## src/rtl/mcu_dmi_pkg.sv

```systemverilog
// -----------------------------------------------------------------------------
// mcu_dmi_pkg
// Shared types and defaults for the DMI clock-crossing blocks.
//   dmi_rsp_state_e : state encoding of the TCK-side response tracker
//   DMI_TIMEOUT_DEF : default number of TCK cycles to wait for a core completion
//   DMI_SYNC_DEF    : default synchronizer depth for the core acknowledge toggle
// -----------------------------------------------------------------------------
package mcu_dmi_pkg;

  typedef enum logic [1:0] {
    DMI_IDLE = 2'd0,
    DMI_WAIT = 2'd1,
    DMI_RESP = 2'd2
  } dmi_rsp_state_e;

  localparam int DMI_TIMEOUT_DEF = 200;
  localparam int DMI_SYNC_DEF    = 2;

endpackage : mcu_dmi_pkg

```

## src/rtl/mcu_dmi_tgl_sync.sv

```systemverilog
// -----------------------------------------------------------------------------
// mcu_dmi_tgl_sync
// Brings the core-domain acknowledge toggle into the TCK domain and turns every
// level change into a one-cycle pulse.
//   clk      in  TCK
//   rst      in  synchronous reset, active-high
//   tgl      in  asynchronous toggle level from the core domain
//   ack_edge out one-cycle pulse per toggle, SYNC_STAGES+1 clk after the change
// -----------------------------------------------------------------------------
module mcu_dmi_tgl_sync
  import mcu_dmi_pkg::*;
#(
  parameter int SYNC_STAGES = DMI_SYNC_DEF
) (
  input  logic clk,
  input  logic rst,
  input  logic tgl,
  output logic ack_edge
);

  // Plain flop chain; the first stage is the metastability-catching flop.
  logic [SYNC_STAGES-1:0] sync_reg;
  logic                   hist_reg;
  logic                   ack_edge_reg;
  logic                   sync_out;

  assign sync_out = sync_reg[SYNC_STAGES-1];

  always_ff @(posedge clk) begin
    if (rst) begin
      sync_reg     <= '0;
      hist_reg     <= 1'b0;
      ack_edge_reg <= 1'b0;
    end else begin
      sync_reg     <= {sync_reg[SYNC_STAGES-2:0], tgl};
      // History follows the synchronized level unconditionally, so an edge is
      // reported once no matter what the consumer is doing.
      hist_reg     <= sync_out;
      // Registered edge so the consumer sees a clean flop output.
      ack_edge_reg <= sync_out ^ hist_reg;
    end
  end

  assign ack_edge = ack_edge_reg;

endmodule : mcu_dmi_tgl_sync

```

## src/rtl/mcu_dmi_core_to_jtag_sync.sv

```systemverilog
// -----------------------------------------------------------------------------
// mcu_dmi_core_to_jtag_sync
// Return path of the DMI clock crossing (core completion -> TCK domain).
// Tracks one outstanding DMI access, waits for the core acknowledge toggle,
// captures read data and reports completion, timeout and overrun.
//   clk          in  TCK
//   rst          in  synchronous reset, active-high
//   rd_en        in  1-cycle read request
//   wr_en        in  1-cycle write request (wins over rd_en)
//   core_ack_tgl in  async toggle from core, one change per completion
//   core_rdata   in  async read data, stable from toggle until next request
//   err_clr      in  1-cycle clear of the sticky error bits
//   busy         out access outstanding (WAIT or RESP)
//   rsp_valid    out 1-cycle completion strobe
//   rsp_rdata    out captured read data, held until next capture
//   rsp_timeout  out sticky: access aborted by timeout
//   rsp_overrun  out sticky: request seen while busy
// -----------------------------------------------------------------------------
module mcu_dmi_core_to_jtag_sync
  import mcu_dmi_pkg::*;
#(
  parameter int DATA_W      = 32,
  parameter int SYNC_STAGES = DMI_SYNC_DEF,
  parameter int TIMEOUT_W   = 8,
  parameter int TIMEOUT_CYC = DMI_TIMEOUT_DEF
) (
  input  logic              clk,
  input  logic              rst,
  input  logic              rd_en,
  input  logic              wr_en,
  input  logic              core_ack_tgl,
  input  logic [DATA_W-1:0] core_rdata,
  input  logic              err_clr,
  output logic              busy,
  output logic              rsp_valid,
  output logic [DATA_W-1:0] rsp_rdata,
  output logic              rsp_timeout,
  output logic              rsp_overrun
);

  // Timer value on the last WAIT cycle before abort (unused when disabled).
  localparam logic [TIMEOUT_W-1:0] TIMER_LAST =
    (TIMEOUT_CYC == 0) ? '0 : TIMEOUT_W'(TIMEOUT_CYC - 1);
  localparam logic [TIMEOUT_W-1:0] TIMER_MAX = {TIMEOUT_W{1'b1}};

  dmi_rsp_state_e    state_reg, state_next;
  logic              is_rd_reg, is_rd_next;
  logic [TIMEOUT_W-1:0] timer_reg, timer_next;
  logic [DATA_W-1:0] rdata_reg, rdata_next;
  logic              timeout_reg, timeout_next;
  logic              overrun_reg, overrun_next;
  logic              ack_edge;
  logic              req;

  mcu_dmi_tgl_sync #(
    .SYNC_STAGES (SYNC_STAGES)
  ) u_tgl_sync (
    .clk      (clk),
    .rst      (rst),
    .tgl      (core_ack_tgl),
    .ack_edge (ack_edge)
  );

  assign req = rd_en | wr_en;

  // CDC waiver: core_rdata is sampled directly, without synchronization. It is
  // held stable by the core from its toggle onward, i.e. for well over
  // SYNC_STAGES clk before ack_edge enables the capture. Constrain the
  // core_rdata -> rdata_reg paths as false paths.
  always_comb begin
    state_next   = state_reg;
    is_rd_next   = is_rd_reg;
    timer_next   = timer_reg;
    rdata_next   = rdata_reg;
    // Clear first; any set below overrides it in the same cycle.
    timeout_next = timeout_reg & ~err_clr;
    overrun_next = overrun_reg & ~err_clr;
    case (state_reg)
      DMI_IDLE: begin
        // An ack_edge here is stale (post-reset mismatch or late ack): ignored.
        if (req) begin
          is_rd_next = rd_en & ~wr_en;
          timer_next = '0;
          state_next = DMI_WAIT;
        end
      end
      DMI_WAIT: begin
        if (timer_reg != TIMER_MAX) begin
          timer_next = timer_reg + 1'b1;
        end
        if (req) begin
          overrun_next = 1'b1;
        end
        // Acknowledge has priority over a coincident timeout.
        if (ack_edge) begin
          if (is_rd_reg) begin
            rdata_next = core_rdata;
          end
          state_next = DMI_RESP;
        end else if ((TIMEOUT_CYC != 0) && (timer_reg == TIMER_LAST)) begin
          if (is_rd_reg) begin
            rdata_next = '0;
          end
          timeout_next = 1'b1;
          state_next   = DMI_RESP;
        end
      end
      DMI_RESP: begin
        if (req) begin
          overrun_next = 1'b1;
        end
        state_next = DMI_IDLE;
      end
      default: begin
        state_next = DMI_IDLE;
      end
    endcase
  end

  always_ff @(posedge clk) begin
    if (rst) begin
      state_reg   <= DMI_IDLE;
      is_rd_reg   <= 1'b0;
      timer_reg   <= '0;
      rdata_reg   <= '0;
      timeout_reg <= 1'b0;
      overrun_reg <= 1'b0;
    end else begin
      state_reg   <= state_next;
      is_rd_reg   <= is_rd_next;
      timer_reg   <= timer_next;
      rdata_reg   <= rdata_next;
      timeout_reg <= timeout_next;
      overrun_reg <= overrun_next;
    end
  end

  assign busy        = (state_reg != DMI_IDLE);
  assign rsp_valid   = (state_reg == DMI_RESP);
  assign rsp_rdata   = rdata_reg;
  assign rsp_timeout = timeout_reg;
  assign rsp_overrun = overrun_reg;

endmodule : mcu_dmi_core_to_jtag_sync
```

## config.mk

```make
export PLATFORM = sky130hd
export DESIGN_NAME = mcu_dmi_core_to_jtag_sync
export DESIGN_NICKNAME = d
export VERILOG_FILES = /design/src/rtl/mcu_dmi_pkg.sv /design/src/rtl/mcu_dmi_tgl_sync.sv /design/src/rtl/mcu_dmi_core_to_jtag_sync.sv
export SDC_FILE = /design/constraint.sdc
export NUM_CORES = 1
export LEC_CHECK = 0
export ABC_AREA = 1
export ABC_CLOCK_PERIOD_IN_PS = 1900
export CORE_ASPECT_RATIO = 1.2
export CORE_MARGIN = 5
export CORE_UTILIZATION = 45
export DETAILED_ROUTE_END_ITERATION = 10
export MAX_ROUTING_LAYER = met4
export PLACE_DENSITY = 0.77
export REMOVE_ABC_BUFFERS = 1
export SLEW_MARGIN = 20
export SYNTH_ARGS = -nofsm -noshare
export SYNTH_HDL_FRONTEND = slang
export SYNTH_HIERARCHICAL = 1
export SYNTH_SLANG_ARGS = --single-unit
```

## constraint.sdc

```tcl
create_clock -name clk -period 1.9 [get_ports clk]
set_input_delay 0.38 -clock clk [delete_from_list [all_inputs] [get_ports clk]]
set_output_delay 0.38 -clock clk [all_outputs]
set_load 0.01 [all_outputs]
```

* After elaboration in Yosys (flattened, before gate mapping)
Index checks and enable logic that the tools add are counted.
** Storage, ports and cells
- Register bits after elaboration :: 49
- Output and inout port bits :: 36
- Logic and storage cells :: 51
** Cells by class
- $add $sub $neg :: 1
- Eq/ne operators :: 9
- Multiplexer cells :: 16
- Bitwise gates (word level) :: 7
- Reduce and logical (&&, ||, !) cells :: 9
** Operators with widths (number)
- $mux W32 :: 4
- $mux W8 :: 2
- $pmux W8 S2 :: 1
- $add A8 B1 Y8 const B :: 1
- $eq A8 B8 Y1 const B :: 1
- $ne A2 B2 Y1 const B :: 4
- $ne A8 B8 Y1 const B :: 1
- $mux W2 :: 3
- $reduce_bool A2 Y1 :: 3
- $mux W1 :: 5
- $pmux W2 S2 :: 1
- $reduce_and A2 Y1 :: 2
- $reduce_and A4 Y1 :: 1
- $and A1 B1 Y1 :: 3
- $ne A3 B2 Y1 const B :: 1
- $reduce_and A3 Y1 :: 1
- $eq A2 B1 Y1 const B :: 1
- $eq A2 B2 Y1 const B :: 1
- $logic_not A2 Y1 :: 1
- $not A1 Y1 :: 2
- $reduce_or A2 Y1 :: 1
- $or A1 B1 Y1 :: 1
- $xor A1 B1 Y1 :: 1

* Depth between registers and ports, before layout
- Depth after elaboration :: 5
- Mapped depth :: 10
- Depth with buffers taken out :: 10

* Hierarchy
The synthesis kept the hierarchy.
** By module, submodules not included
- mcu_dmi_core_to_jtag_sync :: times used 1, cells each 277, area an instance 2396.0 um^2, seq. area each 900.9 um^2
- mcu_dmi_tgl_sync :: times used 1, cells each 15, area an instance 122.6 um^2, seq. area each 80.1 um^2

* Least setup slack after synthesis
No wires, ideal clock.
- Path type :: reg-to-reg
- Start :: reg timer_reg[0]
- End :: reg rdata_reg[10], in the netlist rsp_rdata[10]
- Library setup time :: 0.143 ns
- Arrival time :: 1.200 ns
- Required time :: 1.757 ns
- Setup slack :: 0.556 ns
- Cell stages (with the launch flop) :: 10
- Period minus slack after synthesis :: 1.344 ns
- Cell sequence :: dfxtp_1 ha_1 inv_1 nor2_2 nand2_4 nand2_4 nand2_8 buf_12 nand2_4 a21oi_2
** On the way
- Longest elaborated chain between the ends :: 3
** RTL lines
- from (decl) :: line mcu_dmi_core_to_jtag_sync.sv:48 : logic [TIMEOUT_W-1:0] timer_reg, timer_next;
- from (signal assigned) :: line mcu_dmi_core_to_jtag_sync.sv:131 : timer_reg <= timer_next;
- $eq A8 B8 Y1 (*) :: line mcu_dmi_core_to_jtag_sync.sv:100 : end else if ((TIMEOUT_CYC != 0) && (timer_reg == TIMER_LAST)) begin
- $ne A2 B2 Y1 (no line) or $reduce_bool A2 Y1 (tied branches)
- $reduce_and A4 Y1 (no line) (*)
- to (signal assigned) :: line mcu_dmi_core_to_jtag_sync.sv:132 : rdata_reg <= rdata_next;
- to (decl) :: line mcu_dmi_core_to_jtag_sync.sv:49 : logic [DATA_W-1:0] rdata_reg, rdata_next;
Mark *: on every way between the ends. The rest lies on a longest branch, timed or not.
A chain may end at the register's enable or synchronous reset.

* Worst setup path after layout
- Start :: reg state_reg[0]
- End :: out rsp_valid
** On the way
- Longest elaborated chain between the ends :: 1
** RTL lines
- from (decl) :: line mcu_dmi_core_to_jtag_sync.sv:46 : dmi_rsp_state_e state_reg, state_next;
- from (signal assigned) :: line mcu_dmi_core_to_jtag_sync.sv:129 : state_reg <= state_next;
- $eq A2 B2 Y1 :: line mcu_dmi_core_to_jtag_sync.sv:139 : assign rsp_valid = (state_reg == DMI_RESP);
- to (decl) :: line mcu_dmi_core_to_jtag_sync.sv:35 : output logic rsp_valid,
Every way passes these cells.

==> summary.txt <==
STA
  – Fin. max-slew vios: 0
  – Setup ws final: around 97 ps
  – RSZ-0062 raised after global routing: false
  – Final setup violating endpoints: 0
  – Period minus WS final: 1800 ps
  – Clk_skew: 15.5 ps
  – Slew Limit Headroom: 0.657
  – Fmax: 555 MHz
  – Final setup TNS: 0 ps
  – Final Hold Vio Count: 0
  – Actual slew at the worst max-slew pin: between 500 and 600 ps
  – Tcrit/Tclk final: 0.949

Synthesis
  – Syn Inst Count: 292
  – Mapped cell area: 2520 um2
  – Synth warn: 6
  – Yosys reg bits: 49
  – Area contributors post-synth: dfxtp_1 (39%), nand2_4 (15%), a21oi_2 (10%), nand2_1 (10%), inv_1 (3.0%)
  – Sequential fraction of the synthesis area: 0.389
  – Top cell type's share of synthesized area: 0.389
  – Compound-gate portion of the synthesized area: 0.139
  – Mux contribution to synthesized area: 0
  – Largest family of logic cells by synthesized area: simple AND/OR/NAND/NOR gates
  – Post-synthesis adder-cell area fraction: 0.0248
  – Synth Area in Simple Gates: 0.356
  – Post-Syn Area per Cell: between 8 and 9 um2
  – Post-synth cell types: 26
  – Dominant cell type by area after synthesis: dfxtp_1
  – Post-Synth XOR/XNOR Area: 0

CTS
  – Clock latency on the worst-skew pair: 300 ps
  – Number of H-tree levels: 2
  – CTS tree: built
  – Total CTS buffers: 5
  – CTS max path bufs: 2
  – Clock root cell: clkbuf_8
  – Reg clk slew, reported paths: roughly 100 ps
  – CTS Sinks: 49
  – Post-CTS Setup Inserts: 0

Power
  – Reg power frac: 0.517
  – Tot Pwr: about 2.1 mW
  – PwrDens: between 600 and 700 nW/um2
  – Comb power frac: 0.177
  – P_int: around 1.5 mW
  – Switch share: 0.275
  – Switch Pwr: approximately 580 uW
  – Peak VDD IR: 416 uV
  – P_leak: 1.20 nW
  – Share of power burned in the clock network: 0.306

Placed design
  – HPWL after DPL: 4.18 mm
  – Port Buffer Count: 73
  – Placed Instances: between 400 and 500
  – RD Place Congestion: between 0.8 and 0.9
  – Pre-CTS WS: approximately 180 ps

Detailed routing
  – Post-route DRC: 0
  – Routed len/inst: 13.0 um
  – Post-route ant nets: 0
  – DRT Wirelength: 5.56 mm
  – Vias per cell: about 4.8
  – Vias after detailed routing: between 2k and 2.5k
  – Initial DRC count: 55
  – Drt first pass iters: 4

Worst setup path
  – Critical Path, Cell by Cell: inv_1 -> ha_1 -> clkdlybuf4s50_1
  – Critical Path Fanout Max: 3
  – Worst endpoint required time: approximately 1500 ps
  – Crit path launch: state_reg[0]
  – Worst r2r dst: rsp_rdata[1]
  – CP Capture Type: output port
  – Max incr delay on CP: about 530 ps
  – Worst Setup EP: rsp_valid
  – WP buf/inv: 2
  – Worst reg-to-reg setup slack: between 200 and 300 ps
  – Worst Path Arrival: about 1400 ps
  – Worst Reg-to-Reg Cells: 8
  – Worst r2r src: timer_reg[0]
  – CP top delay family: buffers and inverters
  – Critical-path top delay cell: clkdlybuf4s50_1
  – Startpoint Class: flip-flop
  – Critical Path Stages: 3
  – Critical path class: flip-flop to output port

Hold path
  – Worst hold path class: flip-flop to flip-flop

Finish
  – Most common cell after layout, fill and taps aside: clkdlybuf4s50_1
  – Area growth syn-to-layout: 33.3%
  – Commonest cells after routing, fill and taps aside: clkdlybuf4s50_1 (71), nand2_1 (69), dfxtp_1 (47), nand2_4 (33), a21oi_2 (30)
  – Final Non-Filler Cells: approximately 430
  – Share of layout cells above drive strength 1: 0.271
  – Antenna cells: 0
  – Final net count: 407
  – Max reg flops: 32

Global routing
  – Antenna violations before repair: 0
  – First-pass GRT wire length: between 9 and 10 mm
  – GRT overflow: 0
  – Largest net degree at the start of global routing: 33
  – Vias in the first global route: between 2k and 2.5k
  – Total track usage: 0.166

Die
  – I/O Pins: 74
  – Die area: approximately 7200 um2
  – Die height: about 90 um
  – DIE WIDTH: 78.3 um
  – Row cnt: 29
  – Initial Utilization: 0.469
  – Core area: ~5400 um2

Flow run
  – Max-cap violations: 0

Status
  – Outcome: complete, no violations
[cell usage after synthesis, drive strengths merged]
cell type,number
a211oi,1
a21oi,40
buf,8
clkbuf,4
clkinv,4
dfxtp,49
ha,5
inv,28
nand2,107
nand3,14
nand4,2
nor2,22
nor3,2
o21ai,6
[cell families after synthesis]
| logic type | after synthesis |
|---|---|
| simple gates | 147 |
| buf+inv | 44 |
| flops | 49 |
| compound gates | 47 |
| fa+ha+maj | 5 |
[layer usage]
layer	share of wire	vias up	GRT usage
met4	0.0099	0	0.0394
met3	0.073	6	0.0539
li1	-	1056	-
met1	0.44	934	0.203
met2	0.48	61	0.266
met5	0	-	-
[power by group through the flow]
stage	Sequential, mW	Combinational [mW]	Clock, mW
floorplan	1.12	0.198	0
global placement	1.11	0.369	0
detailed placement	1.11	0.376	0
CTS	1.09	0.377	0.667
global route	1.09	0.422	0.714
finish	1.09	0.373	0.646
[how the worst min path moves through the flow]
| stage | slack (ps) | startpoint | end | depth (start not counted) |
|---|---|---|---|---|
| 2_1_floorplan | 390 | u_tgl_sync/sync_reg[0] | u_tgl_sync/sync_reg[1] | 2 |
| 3_3_place_gp | 390 | u_tgl_sync/sync_reg[0] | u_tgl_sync/sync_reg[1] | 2 |
| 3_5_place_dp | 410 | u_tgl_sync/sync_reg[0] | u_tgl_sync/sync_reg[1] | 2 |
| 4_1_cts | 420 | u_tgl_sync/sync_reg[0] | u_tgl_sync/sync_reg[1] | 2 |
| 5_1_grt | 440 | u_tgl_sync/sync_reg[0] | u_tgl_sync/sync_reg[1] | 2 |
| 6_report | 420 | u_tgl_sync/sync_reg[0] | u_tgl_sync/sync_reg[1] | 2 |
[stage by stage]
step	hold WS [ps]	area, um2	utilization
2_1_floorplan	388	2410	-
5_1_grt	435	3360	0.625
3_3_place_gp	392	3260	0.607
4_1_cts	422	3360	0.625
6_report	420	3360	0.625
3_5_place_dp	408	3260	0.607
[final cells by class]
class	count	area [um2]
fillers	476	2010
clock buffers	6	82.6
clock inverters	2	13.8
multi-input cells	199	1310
well taps	62	77.6
inverters	32	123
repair buffers	77	767
flip-flops and latches	49	983
[worst min-delay path: cells and delay by family, from the launching register on]
family	cells	cell delay (ps)
buf+inv	1	40
flops	1	310
simple gates	1	30
[what timing repair did]
item | CTS | global route
hold buffers | 0 | 0
gates resized for setup | 4 | 0
endpoints found under the setup margin | 1 | 0
Note: power is estimated with default switching activity, not from simulation.
